--- src/rtl/morse_keyer.sv ---
// Morse keyer: letter code to J/K set/clear pulses for the line flip-flop.
// Programmable unit length; one character at a time via START/BUSY/DONE.
module morse_keyer #(
    parameter int UNIT_CYCLES = 4
) (
    input  logic       CLK,
    input  logic       RST,
    input  logic       START,
    input  logic [4:0] CHAR,
    output logic       J,
    output logic       K,
    output logic       KEY,
    output logic       BUSY,
    output logic       DONE,
    output logic       ERR
);

    localparam int CW0 = $clog2(3 * UNIT_CYCLES);
    localparam int CW  = (CW0 < 1) ? 1 : CW0;
    localparam logic [CW-1:0] DOT_LD  = CW'(UNIT_CYCLES - 1);
    localparam logic [CW-1:0] DASH_LD = CW'(3 * UNIT_CYCLES - 1);

    typedef enum logic [2:0] {
        INIT,
        IDLE,
        MARK,
        SPACE,
        CGAP
    } state_t;

    state_t        state, nstate;
    logic [CW-1:0] cnt, ncnt;
    logic [1:0]    idx, nidx;
    logic [3:0]    pat, npat;
    logic          nj, nk, nkey, nbusy, ndone, nerr;

    logic [2:0]    rom_len;
    logic [3:0]    rom_pat;
    logic          rom_ok;
    logic [1:0]    first_idx;
    logic [1:0]    prev_idx;

    // Letter ROM: element count and pattern (1 = dash), first element at bit len-1
    always_comb begin
        rom_len = 3'd0;
        rom_pat = 4'b0000;
        case (CHAR)
            5'd0:  begin rom_len = 3'd2; rom_pat = 4'b0001; end
            5'd1:  begin rom_len = 3'd4; rom_pat = 4'b1000; end
            5'd2:  begin rom_len = 3'd4; rom_pat = 4'b1010; end
            5'd3:  begin rom_len = 3'd3; rom_pat = 4'b0100; end
            5'd4:  begin rom_len = 3'd1; rom_pat = 4'b0000; end
            5'd5:  begin rom_len = 3'd4; rom_pat = 4'b0010; end
            5'd6:  begin rom_len = 3'd3; rom_pat = 4'b0110; end
            5'd7:  begin rom_len = 3'd4; rom_pat = 4'b0000; end
            5'd8:  begin rom_len = 3'd2; rom_pat = 4'b0000; end
            5'd9:  begin rom_len = 3'd4; rom_pat = 4'b0111; end
            5'd10: begin rom_len = 3'd3; rom_pat = 4'b0101; end
            5'd11: begin rom_len = 3'd4; rom_pat = 4'b0100; end
            5'd12: begin rom_len = 3'd2; rom_pat = 4'b0011; end
            5'd13: begin rom_len = 3'd2; rom_pat = 4'b0010; end
            5'd14: begin rom_len = 3'd3; rom_pat = 4'b0111; end
            5'd15: begin rom_len = 3'd4; rom_pat = 4'b0110; end
            5'd16: begin rom_len = 3'd4; rom_pat = 4'b1101; end
            5'd17: begin rom_len = 3'd3; rom_pat = 4'b0010; end
            5'd18: begin rom_len = 3'd3; rom_pat = 4'b0000; end
            5'd19: begin rom_len = 3'd1; rom_pat = 4'b0001; end
            5'd20: begin rom_len = 3'd3; rom_pat = 4'b0001; end
            5'd21: begin rom_len = 3'd4; rom_pat = 4'b0001; end
            5'd22: begin rom_len = 3'd3; rom_pat = 4'b0011; end
            5'd23: begin rom_len = 3'd4; rom_pat = 4'b1001; end
            5'd24: begin rom_len = 3'd4; rom_pat = 4'b1011; end
            5'd25: begin rom_len = 3'd4; rom_pat = 4'b1100; end
            default: begin rom_len = 3'd0; rom_pat = 4'b0000; end
        endcase
    end

    assign rom_ok    = (rom_len != 3'd0);
    assign first_idx = rom_len[1:0] - 2'd1;
    assign prev_idx  = idx - 2'd1;

    // Next state and next-cycle outputs; outputs are registered below
    always_comb begin
        nstate = state;
        ncnt   = cnt;
        nidx   = idx;
        npat   = pat;
        nj     = 1'b0;
        nk     = 1'b0;
        nkey   = 1'b0;
        nbusy  = 1'b0;
        ndone  = 1'b0;
        nerr   = 1'b0;
        case (state)
            INIT: begin
                // cnt==0 marks the first edge after reset: force the line off
                if (cnt == '0) begin
                    ncnt  = CW'(1);
                    nk    = 1'b1;
                    nbusy = 1'b1;
                end else begin
                    nstate = IDLE;
                    ncnt   = '0;
                end
            end
            IDLE: begin
                if (START) begin
                    if (rom_ok) begin
                        nstate = MARK;
                        npat   = rom_pat;
                        nidx   = first_idx;
                        ncnt   = rom_pat[first_idx] ? DASH_LD : DOT_LD;
                        nj     = 1'b1;
                        nkey   = 1'b1;
                        nbusy  = 1'b1;
                    end else begin
                        nerr = 1'b1;
                    end
                end
            end
            MARK: begin
                nbusy = 1'b1;
                if (cnt == '0) begin
                    nk = 1'b1;
                    if (idx != 2'd0) begin
                        nstate = SPACE;
                        ncnt   = DOT_LD;
                    end else begin
                        nstate = CGAP;
                        ncnt   = DASH_LD;
                    end
                end else begin
                    ncnt = cnt - CW'(1);
                    nkey = 1'b1;
                end
            end
            SPACE: begin
                nbusy = 1'b1;
                if (cnt == '0) begin
                    nstate = MARK;
                    nidx   = prev_idx;
                    ncnt   = pat[prev_idx] ? DASH_LD : DOT_LD;
                    nj     = 1'b1;
                    nkey   = 1'b1;
                end else begin
                    ncnt = cnt - CW'(1);
                end
            end
            CGAP: begin
                if (cnt == '0) begin
                    nstate = IDLE;
                    ncnt   = '0;
                    ndone  = 1'b1;
                end else begin
                    ncnt  = cnt - CW'(1);
                    nbusy = 1'b1;
                end
            end
            default: begin
                nstate = INIT;
                ncnt   = '0;
            end
        endcase
    end

    // State, counters and registered outputs; reset clears every output at once
    always_ff @(posedge CLK or posedge RST) begin
        if (RST) begin
            state <= INIT;
            cnt   <= '0;
            idx   <= 2'd0;
            pat   <= 4'd0;
            J     <= 1'b0;
            K     <= 1'b0;
            KEY   <= 1'b0;
            BUSY  <= 1'b0;
            DONE  <= 1'b0;
            ERR   <= 1'b0;
        end else begin
            state <= nstate;
            cnt   <= ncnt;
            idx   <= nidx;
            pat   <= npat;
            J     <= nj;
            K     <= nk;
            KEY   <= nkey;
            BUSY  <= nbusy;
            DONE  <= ndone;
            ERR   <= nerr;
        end
    end

endmodule
--- config.mk ---
export PLATFORM = sky130hd
export DESIGN_NAME = morse_keyer
export DESIGN_NICKNAME = d
export VERILOG_FILES = /design/src/rtl/morse_keyer.sv
export SDC_FILE = /design/constraint.sdc
export NUM_CORES = 1
export LEC_CHECK = 0
export CAP_MARGIN = 20
export CORE_MARGIN = 2
export CORE_UTILIZATION = 50
export CTS_BUF_LIST = sky130_fd_sc_hd__clkbuf_8
export CTS_CLUSTER_SIZE = 14
export DETAILED_ROUTE_END_ITERATION = 6
export DONT_BUFFER_PORTS = 1
export HOLD_SLACK_MARGIN = 0.12
export REMOVE_ABC_BUFFERS = 1
export SLEW_MARGIN = 20
export SYNTH_ARGS = -nofsm -noshare
export SYNTH_HDL_FRONTEND = slang
export SYNTH_SLANG_ARGS = --single-unit
--- constraint.sdc ---
create_clock -name CLK -period 2.4 [get_ports CLK]
set_input_delay 0.12 -clock CLK [delete_from_list [all_inputs] [get_ports CLK]]
set_output_delay 0.12 -clock CLK [all_outputs]
set_load 0.02 [all_outputs]
==> out/metrics.cfg <==
[cts]
cts_sinks = 19
path_clk_slew_ns = 0.07
post_cts_buffers = 0
cts_buffer_depth = 2
tritoncts = done
cts_root_buffer = clkbuf_8
holdBufCountCts = 5
cts_max_level = 1
cts_resized = 0
clk_latency_ns = 0.26
cts-buffers-inserted = 3

[layout]
drive_above_1_share_pct = 19.2
final_nets = 189
fin_util_pct = 55.5
syn2layout_area_growth_pct = 7.17
final_common_cell = dfrtp_1
layout_common_cells = 19 x dfrtp_1, 15 x nor2_1, 12 x nand2_1, 11 x o21ai_0
antenna_cells = 0

[route]
drc = 0
routedWlPerCell_um = 16.1
dr.pass1.iters = 4
wl_mm = 3.31
via_per_inst = 6.18
vias = 1267
drt_iter0_markers = 77
antenna_left = 0

[power]
p_int_uw = 971
power_mw = 1.68
switching_share_pct = 42.1
combPwrFrac_pct = 50.7
peakVddDrop_uv = 325
p_per_area_nw_per_um2 = 1010
seq_power_share_pct = 35.8
p_leak_nw = 0.704
p_sw_uw = 706
pwr-share-clk_pct = 13.5

[yosys]
avgSynthCellArea_um2 = 9.25
async_reset_ff_share_pct = 100
synth_flop_cell = dfrtp_1
yosys_warnings = 0
synthCells = 168
synth_cell_types = 56
ys_ff_latch = 19
ys_seq_area_share_pct = 30.6
synth_edf_count = 0
synthesis.area_um2 = 1550

[placement]
dp_hpwl_mm = 2.51
numPortBuffers = 0
globalplace.congestion = 0.824

[sta]
setup_viol = 0
fin_crit_sh_pct = 83.5
hold_viol = 0
max_freq_mhz = 499
worst_pin_slew_ns = 0.714
fin_crit_ns = 2.00
rsz0062_at_grt = no
finalSetupTns_ns = 0
relSlewSlack_pct = 52.3
slew_violations = 0
final.setup_skew_ns = 0.000925

[setup_path]
crit_path_max_fanout = 8
cpMaxStageDelayCell = ha_1
endpoint_kind = flip-flop
crit_chain = inv_1, ha_1, xor2_1, o22ai_1, o21ai_0, ha_1, a31oi_4, or2b_2, o221a_2
critPathKind = in -> reg
start_kind = primary input
cp.required_ns = 2.55
crit_path_max_incr_delay_ns = 0.41
worst_path_most_repeated_cell = ha_1
worst_ep_arrival_time_ns = 2.16

[global_routing]
grt-ovfl-total = 0
first_global_vias = 1241
antenna_found_initial = 0
grt_max_degree = 21
grt_pass1_wl_mm = 5.65
grt_use_total_pct = 21.4

[floorplan]
rows = 20
initial_core_util_pct = 51.7
core_area_um2 = 3000
dieArea_um2 = 3570
die_w_um = 59.8
die-height_um = 59.8
io_pins = 14

[job]
maxCapViolCount = 0

[run_status]
outcome = finished, final reports clean

[worst_hold_path]
hold_path.class = in -> reg

## Yosys cell counts (all sizes together), types with 2 or more instances
cell type	instances	share of area, %
dfrtp	19	31
nor2	15	3.6
nand2	12	2.9
nand2b	11	5.1
o21ai	11	3.5
a21oi	9	2.9
inv	9	2.2
clkbuf	8	3.2
ha	8	6.4
or2b	5	2.7
a31oi	4	2.6
nand3	4	1.3
a21boi	3	1.4
buf	3	1.4
mux4	3	4.6
nor3	3	0.97
o22ai	3	1.2
o31a	3	1.8
a211oi	2	1.3
a21bo	2	1.3
a221oi	2	2.3
mux2	2	1.4
mux2i	2	1.3
nor2b	2	0.81
nor4	2	0.81
o221a	2	1.4
o221ai	2	1.5
## final timing paths
kind                               from  slack (ns)  endpoint  cells past startpoint
min in group asynchronous           RST        0.41         J                      2
worst min-delay path            CHAR[2]        0.16    pat[2]                      2
worst max-delay path            CHAR[0]        0.40    cnt[1]                      9
max in group asynchronous           RST        1.54      BUSY                      2
worst min register to register   pat[0]        0.51    pat[0]                      2
worst max register to register   idx[0]        0.51    cnt[3]                      5
## through the flow
| stage | instances | setup WS (ns) | area (µm²) | hold slack (ns) |
|---|---|---|---|---|
| after floorplan | 157 | 0.206 | 1480 | 0.0711 |
| after global placement | 196 | 0.197 | 1570 | 0.160 |
| after detailed placement | 196 | 0.136 | 1570 | 0.158 |
| after CTS | 205 | 0.413 | 1670 | 0.144 |
| after global routing | 205 | 0.183 | 1670 | 0.164 |
| final | 205 | 0.395 | 1670 | 0.159 |
## per-layer routing
| layer | global-route usage, % | share of wire [%] | vias to the layer above |
|---|---|---|---|
| li1 | - | - | 619 |
| met1 | 24.8 | 43 | 605 |
| met2 | 36.8 | 50 | 35 |
| met3 | 3.46 | 3.9 | 8 |
| met4 | 12.4 | 3.3 | 0 |
| met5 | 0 | 0 | - |
## logic make-up (layout without fill, tap and decap cells)
group                    count (synthesis)  in the layout  share of synthesized area [%]
AND/OR/NAND/NOR                         62             62                           22.5
XOR/XNOR                                 2              2                           1.13
multiplexers                             7              7                           7.33
AO/OA/AOI/OAI                           50             50                           25.3
flip-flops                              19             19                           30.6
adder cells (fa/ha/maj)                  8              8                           6.44
buffers and inverters                   20             24                           6.76
## power by group through the flow
stage	Combinational (mW)	Sequential [mW]	Clock (mW)
2_1_floorplan	0.604	0.619	0
3_3_place_gp	0.828	0.605	0
3_5_place_dp	0.840	0.607	0
4_1_cts	0.851	0.599	0.234
5_1_grt	0.965	0.624	0.252
6_report	0.851	0.601	0.226
## flip-flops by register name (all words and copies together) (netlist names)
signal,flops
K,1
cnt,4
ERR,1
state,3
J,1
idx,2
KEY,1
DONE,1
pat,4
BUSY,1
## final cells by class
cell class              instances  area (µm²)
fillers                       282        1340
well taps                      33        41.3
clock buffers                   3        41.3
repair buffers                 11        95.1
clock inverters                 1        5.00
flip-flops and latches         19         475
multi-input cells             129         973
inverters                       9        33.8
## worst max-delay path, delay by kind of cell
kind	cells	cell delay (ns)
simple gates	1	0.37
xor+xnor	1	0.16
buf+inv	1	0.07
compound gates	4	0.75
fa+ha+maj	2	0.70
(Power assumes the default switching activity.)
